===== src/rtl/layer_result_streamer.sv =====
// Snapshots N packed single-precision words and streams them one per valid/ready
// transfer, reporting the argmax of each completed stream.
module layer_result_streamer #(
    parameter int unsigned N = 5,
    localparam int unsigned IDX_W = (N > 1) ? $clog2(N) : 1
) (
    input  logic               clk,
    input  logic               rst_n,
    input  logic [32*N-1:0]    result,
    input  logic               start,
    output logic               busy,
    output logic [31:0]        out_data,
    output logic               out_valid,
    input  logic               out_ready,
    output logic [IDX_W-1:0]   out_index,
    output logic               out_last,
    output logic               done,
    output logic [IDX_W-1:0]   argmax,
    output logic               argmax_valid
);

    localparam int unsigned W = 32;
    localparam logic ST_IDLE   = 1'b0;
    localparam logic ST_STREAM = 1'b1;

    logic             state, state_nxt;
    logic [W*N-1:0]   shadow, shadow_nxt;
    logic [IDX_W-1:0] idx_nxt;
    logic [W-1:0]     out_data_nxt;
    logic             out_valid_nxt, out_last_nxt, busy_nxt, done_nxt;
    logic [W-1:0]     max_key, max_key_nxt;
    logic [IDX_W-1:0] max_idx, max_idx_nxt;
    logic [IDX_W-1:0] argmax_nxt;
    logic             argmax_valid_nxt;

    logic [IDX_W-1:0] idx_inc;
    logic [W-1:0]     next_word;
    logic [W-1:0]     cur_key;
    logic             take;

    // Monotonic unsigned key for IEEE-754 ordering (+0 above -0)
    function automatic logic [W-1:0] fkey(input logic [W-1:0] x);
        return x[W-1] ? ~x : (x | 32'h8000_0000);
    endfunction

    // Word following the current one in the snapshot
    always_comb begin
        idx_inc   = out_index + IDX_W'(1);
        next_word = '0;
        for (int i = 0; i < int'(N); i++) begin
            if (idx_inc == IDX_W'(i)) next_word = shadow[W*i +: W];
        end
        cur_key = fkey(out_data);
        take    = (out_index == '0) || (cur_key > max_key);
    end

    // Next-state and output logic
    always_comb begin
        state_nxt        = state;
        shadow_nxt       = shadow;
        idx_nxt          = out_index;
        out_data_nxt     = out_data;
        out_valid_nxt    = out_valid;
        out_last_nxt     = out_last;
        busy_nxt         = busy;
        done_nxt         = 1'b0;
        max_key_nxt      = max_key;
        max_idx_nxt      = max_idx;
        argmax_nxt       = argmax;
        argmax_valid_nxt = argmax_valid;

        case (state)
            ST_IDLE: begin
                if (start) begin
                    state_nxt        = ST_STREAM;
                    shadow_nxt       = result;
                    idx_nxt          = '0;
                    out_data_nxt     = result[W-1:0];
                    out_valid_nxt    = 1'b1;
                    out_last_nxt     = (IDX_W'(0) == IDX_W'(N-1));
                    busy_nxt         = 1'b1;
                    argmax_valid_nxt = 1'b0;
                end
            end
            default: begin
                if (out_valid && out_ready) begin
                    if (take) begin
                        max_key_nxt = cur_key;
                        max_idx_nxt = out_index;
                    end
                    if (out_last) begin
                        state_nxt        = ST_IDLE;
                        out_valid_nxt    = 1'b0;
                        out_last_nxt     = 1'b0;
                        busy_nxt         = 1'b0;
                        done_nxt         = 1'b1;
                        argmax_nxt       = take ? out_index : max_idx;
                        argmax_valid_nxt = 1'b1;
                    end else begin
                        idx_nxt      = idx_inc;
                        out_data_nxt = next_word;
                        out_last_nxt = (idx_inc == IDX_W'(N-1));
                    end
                end
            end
        endcase
    end

    always_ff @(posedge clk or negedge rst_n) begin
        if (!rst_n) begin
            state        <= ST_IDLE;
            shadow       <= '0;
            out_index    <= '0;
            out_data     <= '0;
            out_valid    <= 1'b0;
            out_last     <= 1'b0;
            busy         <= 1'b0;
            done         <= 1'b0;
            max_key      <= '0;
            max_idx      <= '0;
            argmax       <= '0;
            argmax_valid <= 1'b0;
        end else begin
            state        <= state_nxt;
            shadow       <= shadow_nxt;
            out_index    <= idx_nxt;
            out_data     <= out_data_nxt;
            out_valid    <= out_valid_nxt;
            out_last     <= out_last_nxt;
            busy         <= busy_nxt;
            done         <= done_nxt;
            max_key      <= max_key_nxt;
            max_idx      <= max_idx_nxt;
            argmax       <= argmax_nxt;
            argmax_valid <= argmax_valid_nxt;
        end
    end

endmodule


===== config.mk =====
export PLATFORM = sky130hd
export DESIGN_NAME = layer_result_streamer
export DESIGN_NICKNAME = d
export VERILOG_FILES = /design/src/rtl/layer_result_streamer.sv
export SDC_FILE = /design/constraint.sdc
export NUM_CORES = 1
export LEC_CHECK = 0
export ABC_AREA = 1
export CORE_UTILIZATION = 53
export DETAILED_ROUTE_END_ITERATION = 10
export PLACE_DENSITY = 0.83
export SYNTH_ARGS = -nofsm -noshare
export SYNTH_HDL_FRONTEND = slang
export SYNTH_SLANG_ARGS = --single-unit
export TNS_END_PERCENT = 50

===== constraint.sdc =====
create_clock -name clk -period 3.58 [get_ports clk]
set_input_delay 0.537 -clock clk [delete_from_list [all_inputs] [get_ports clk]]
set_output_delay 0.537 -clock clk [all_outputs]
set_load 0.1 [all_outputs]

Word-level counts from Yosys, hierarchy flattened
Index checks and enable logic that the tools add are counted.

operators by class
  add/sub/neg operators = 1
  magnitude comparators = 1
  eq/ne operators = 7
  muxes and demuxes = 33
  bitwise gates (word level) = 2
  reductions and logical operators = 12

operators by type and width
  cell                                                                    count
  32-bit 2-to-1 mux                                                       10
  32-bit > comparator                                                     1
  32-bit inverter                                                         1
  1-bit 2-to-1 mux                                                        18
  3-bit 2-to-1 mux                                                        5
  3-bit AND reduction                                                     4
  3-bit by 2-bit equality test with 1-bit output (second input constant)  2
  3-bit logical NOT                                                       2
  2-bit AND reduction                                                     3
  2-bit != test (second input constant)                                   2
  3-bit by 1-bit adder with 3-bit output (second input constant)          1
  3-bit by 1-bit equality test with 1-bit output (second input constant)  1
  3-bit equality test (second input constant)                             1
  2-bit by 1-bit != test with 1-bit output (second input constant)        1
  2-bit nonzero test                                                      1
  1-bit logical AND                                                       1
  1-bit logical OR                                                        1
  1-bit inverter                                                          1

word-level totals
  register bits after elaboration = 238
  bits of input ports = 164
  output and inout bits = 43
  logic and storage cells = 67

Logic depth before layout (Yosys ltp)
  word-level depth = 10
  depth in mapped cells = 22
  mapped depth without buffers = 19

Worst setup path before layout
Ideal clock, no wire load.

  kind = reg2reg
  start point = reg out_data[31]
  end point = reg max_key[10]
  setup time = 126 ps
  data arrival time = 3148 ps
  required time = 3454 ps
  setup slack = 306 ps
  stages on the path, launching flop included = 21
  buffers on the path = 4
  period minus slack after synthesis = 3274 ps
  path through = dfrtp_1 > clkbuf_1 > buf_2 > xnor2_1 > inv_1 > ha_1 > nand2_1 > nor2_1 > nand2_1 > clkinv_1 > nand2_1 > nand2_1 > nand2_1 > nand2_2 > nand2_4 > nand2_4 > nand2_4 > buf_6 > buf_6 > nand2_2 > o21ai_2

on the way
  elaborated cells on any way between the ends = 5
  classes of those cells = order compare: 1; mux: 1; bitwise: 1; reduce/logical: 2

RTL lines
  element                        RTL line  source
  start, declared                12        output logic [31:0] out_data,
  start signal, assigned         127       out_data <= out_data_nxt;
  32-bit 2-to-1 mux              43        return x[W-1] ? ~x : (x | 32'h8000_0000);
  via cur_key[15]                38        logic [W-1:0] cur_key;
  32-bit > comparator            54        take = (out_index == '0) || (cur_key > max_key);
  1-bit logical OR               54
  3-bit AND reduction (no line)  n/a
  end signal, assigned           132       max_key <= max_key_nxt;
  end, declared                  31        logic [W-1:0] max_key, max_key_nxt;

The timed path passes the listed nets, and every way through them passes these cells.
A chain may end at the register's enable or synchronous reset.

Worst setup path after layout
  start point = reg out_data[31]
  end point = reg max_key[2]

The elaborated chain is that of the path after synthesis.

==> results.ini <==
[hold_path]
worstHoldPathType=in2async

[cells_and_area]
area_growth_pct=27.08
diodes=0
final_area_um2=15020
nets=1837
mostFrequentLayoutCells=nand2_1, dfrtp_1, clkdlybuf4s50_1
final_common_cell=nand2_1
layout-drive-gt1-share=0.08222
fill_cells=1713

[critical_path]
cp-startpoint=out_data[31]$_DFFE_PN0P_
arrival_ns=3.54
r2r_start=out_data[31]$_DFFE_PN0P_
worstSetupPathType=reg2reg
critPathMaxFanout=32
start_kind=register
reg2reg_slack_ns=0.50
crit_required_ns=4.04
endpoint_kind=register

[timing]
clock-skew-final_ns=0.01656
worstMarginPinSlew_ns=1.027
slew_headroom=0.3132
setup_tns_ns=0
setup-violations-final=0
max_freq_mhz=324.9
slew_viol_final=0
min_period_ns=3.077
layout_worst_path_cycle_share=0.8596
hold_viol_final=0
rsz0062_at_grt=no

[yosys]
netlist-cell-type-count=28
yosysWarnings=0
synth-xor-area-share=0.02298
synth_simple_gate_area_share=0.2204
synth_mux_area_frac=0
synth_compound_area_frac=0.1473
yosysSeqAreaShare=0.5040
synth_top_family_by_area=simple AND/OR/NAND/NOR gates
syn_inst=1468
syn-num-nets=1670
syn-cell-area_um2=11820
synth_fa_ha_area_frac=0.04023
synth-seq-cells=238
syn_avg_cell_area_um2=8.050

[grt]
grt_pass1_wl_um=53160
grt_usage=0.2988
grt-ovfl-total=0
grt_max_degree=115
grt_pass1_vias=10360
antenna_found_initial=0

[floorplan]
die_y_um=151.3
fp.dieW_um=151.3
core_area_um2=21820
rows=54
die-area_um2=22900
initial_core_util=0.5415
boundaryPins=207

[detailed_routing]
wl_um=33110
post-route-drc-count=0
drt-initial-drc-count=1058
wire_per_inst_um=17.12
num_vias=10690
ant_nets=0
dr.pass1.iters=5
via_per_inst=5.529

[clock_tree]
cts_tree=done
cts_hold_buf=0
cts_resized=0
cts_setup_buffers=0
cts-buffers-inserted=26
insertion_delay_ns=0.54
cts_buffer_depth=3
cts_sinks=238
root_buffer=clkbuf_16
clk_pin_slew_ns=0.06
h-tree-depth=1

[placement]
portBuffers=206
dpl_cell_area_um2=14070
gp_congestion=0.9127
dpl.hpwl_um=23040

[pwr]
irDropWorstVdd_v=0.0002566
p_per_area_nw_per_um2=393.9
leakagePower_nw=7.639

[run_status]
status=complete, no violations

[run]
cap_violations=0

## registers in the layout (all words and copies together) (netlist names)
name / flops
out_last: 1
out_data: 32
out_index: 3
shadow: 160
max_idx: 3
argmax_valid: 1
max_key: 32
out_valid: 1
done: 1
state: 1
argmax: 3
## layout make-up
class                           instances  area (um2)  area share
Clock buffer                           37       732.0     0.04874
Clock inverter                         10       215.2     0.01433
Inverter                              103       389.1     0.02591
Multi-Input combinational cell       1039        5102      0.3397
Sequential cell                       238        5957      0.3966
Tap cell                              280       350.3     0.02333
Timing Repair Buffer                  227        2272      0.1513
## path summary, 6_finish.rpt
| kind | cells past startpoint | to |
|---|---|---|
| worst min register to register | 2 | shadow[131]$_DFFE_PN0P_ |
| worst max register to register | 15 | max_key[2]$_DFFE_PN0P_ |
| min in group clk | 2 | shadow[131]$_DFFE_PN0P_ |
| worst min-delay path | 1 | max_key[7]$_DFFE_PN0P_ |
| max in group asynchronous | 2 | done$_DFF_PN0_ |
| worst max-delay path | 15 | max_key[2]$_DFFE_PN0P_ |
## metal layers
layer  part of all wire  global-route usage  wire [um]
met1               0.43              0.4222      14170
met2               0.45              0.4548      15000
met3              0.081             0.05452       2668
met4              0.039              0.1190       1279
met5                  0                   0          0
## synthesized netlist by cell type, drive strengths merged
cell type  number  area (um2)
inv           102       382.9
dfrtp         238        5956
o21a            1       7.510
xnor2          31       271.5
nand3          31       155.2
clkinv          1       3.750
ha             38       475.5
nor2           44       172.7
clkbuf         63       237.7
nand4           2       12.51
o22ai           1       6.260
a31oi          22       137.6
o211ai          6       45.04
a21o            2       15.01
nand2         578        2265
buf            25       145.1
a21oi         139       695.7
o21ai         144       833.3
## worst max-delay path, stage by stage, from the launching register on
cell and delay, ns:
dfrtp_2 0.52, buf_12 0.22, xnor2_1 0.27, inv_1 0.08
ha_1 0.31, a21o_1 0.19, nand3_1 0.06, nand3_1 0.08
a21oi_1 0.16, nand2_2 0.10, nand2_4 0.09, nand2_4 0.07
nand2_4 0.38, buf_12 0.28, nand2_1 0.08, o21ai_1 0.07
## report_power, final
| part | leakage [nW] | internal (mW) | total [mW] | switching (mW) |
|---|---|---|---|---|
| Combinational | 4.12 | 0.160 | 0.261 | 0.101 |
| Sequential | 3.06 | 2.69 | 2.69 | 0 |
| Clock | 0.461 | 1.86 | 2.96 | 1.11 |
| Total | 7.64 | 4.71 | 5.92 | 1.21 |
## per-stage QoR
stage / total power, mW / cells / hold slack, ns / utilization / setup slack, ns
after floorplan: 2.740 / 1468 / 0.2414 / - / 0.3055
after global placement: 3.001 / 1887 / 0.4563 / 0.6448 / 0.6649
after detailed placement: 3.001 / 1887 / 0.4601 / 0.6448 / 0.5520
after CTS: 5.931 / 1934 / 0.1313 / 0.6882 / 0.5080
after global routing: 6.053 / 1934 / 0.1615 / 0.6882 / 0.2241
final: 5.916 / 1934 / 0.05162 / 0.6882 / 0.5026
## cell families (layout without fill, tap and decap cells)
logic type | count (synthesis) | count (layout)
flip-flops | 238 | 238
adder cells (fa/ha/maj) | 38 | 38
AO/OA/AOI/OAI | 315 | 315
buffers and inverters | 191 | 377
AND/OR/NAND/NOR | 655 | 655
XOR/XNOR | 31 | 31
Power figures use the tool's default switching activity.
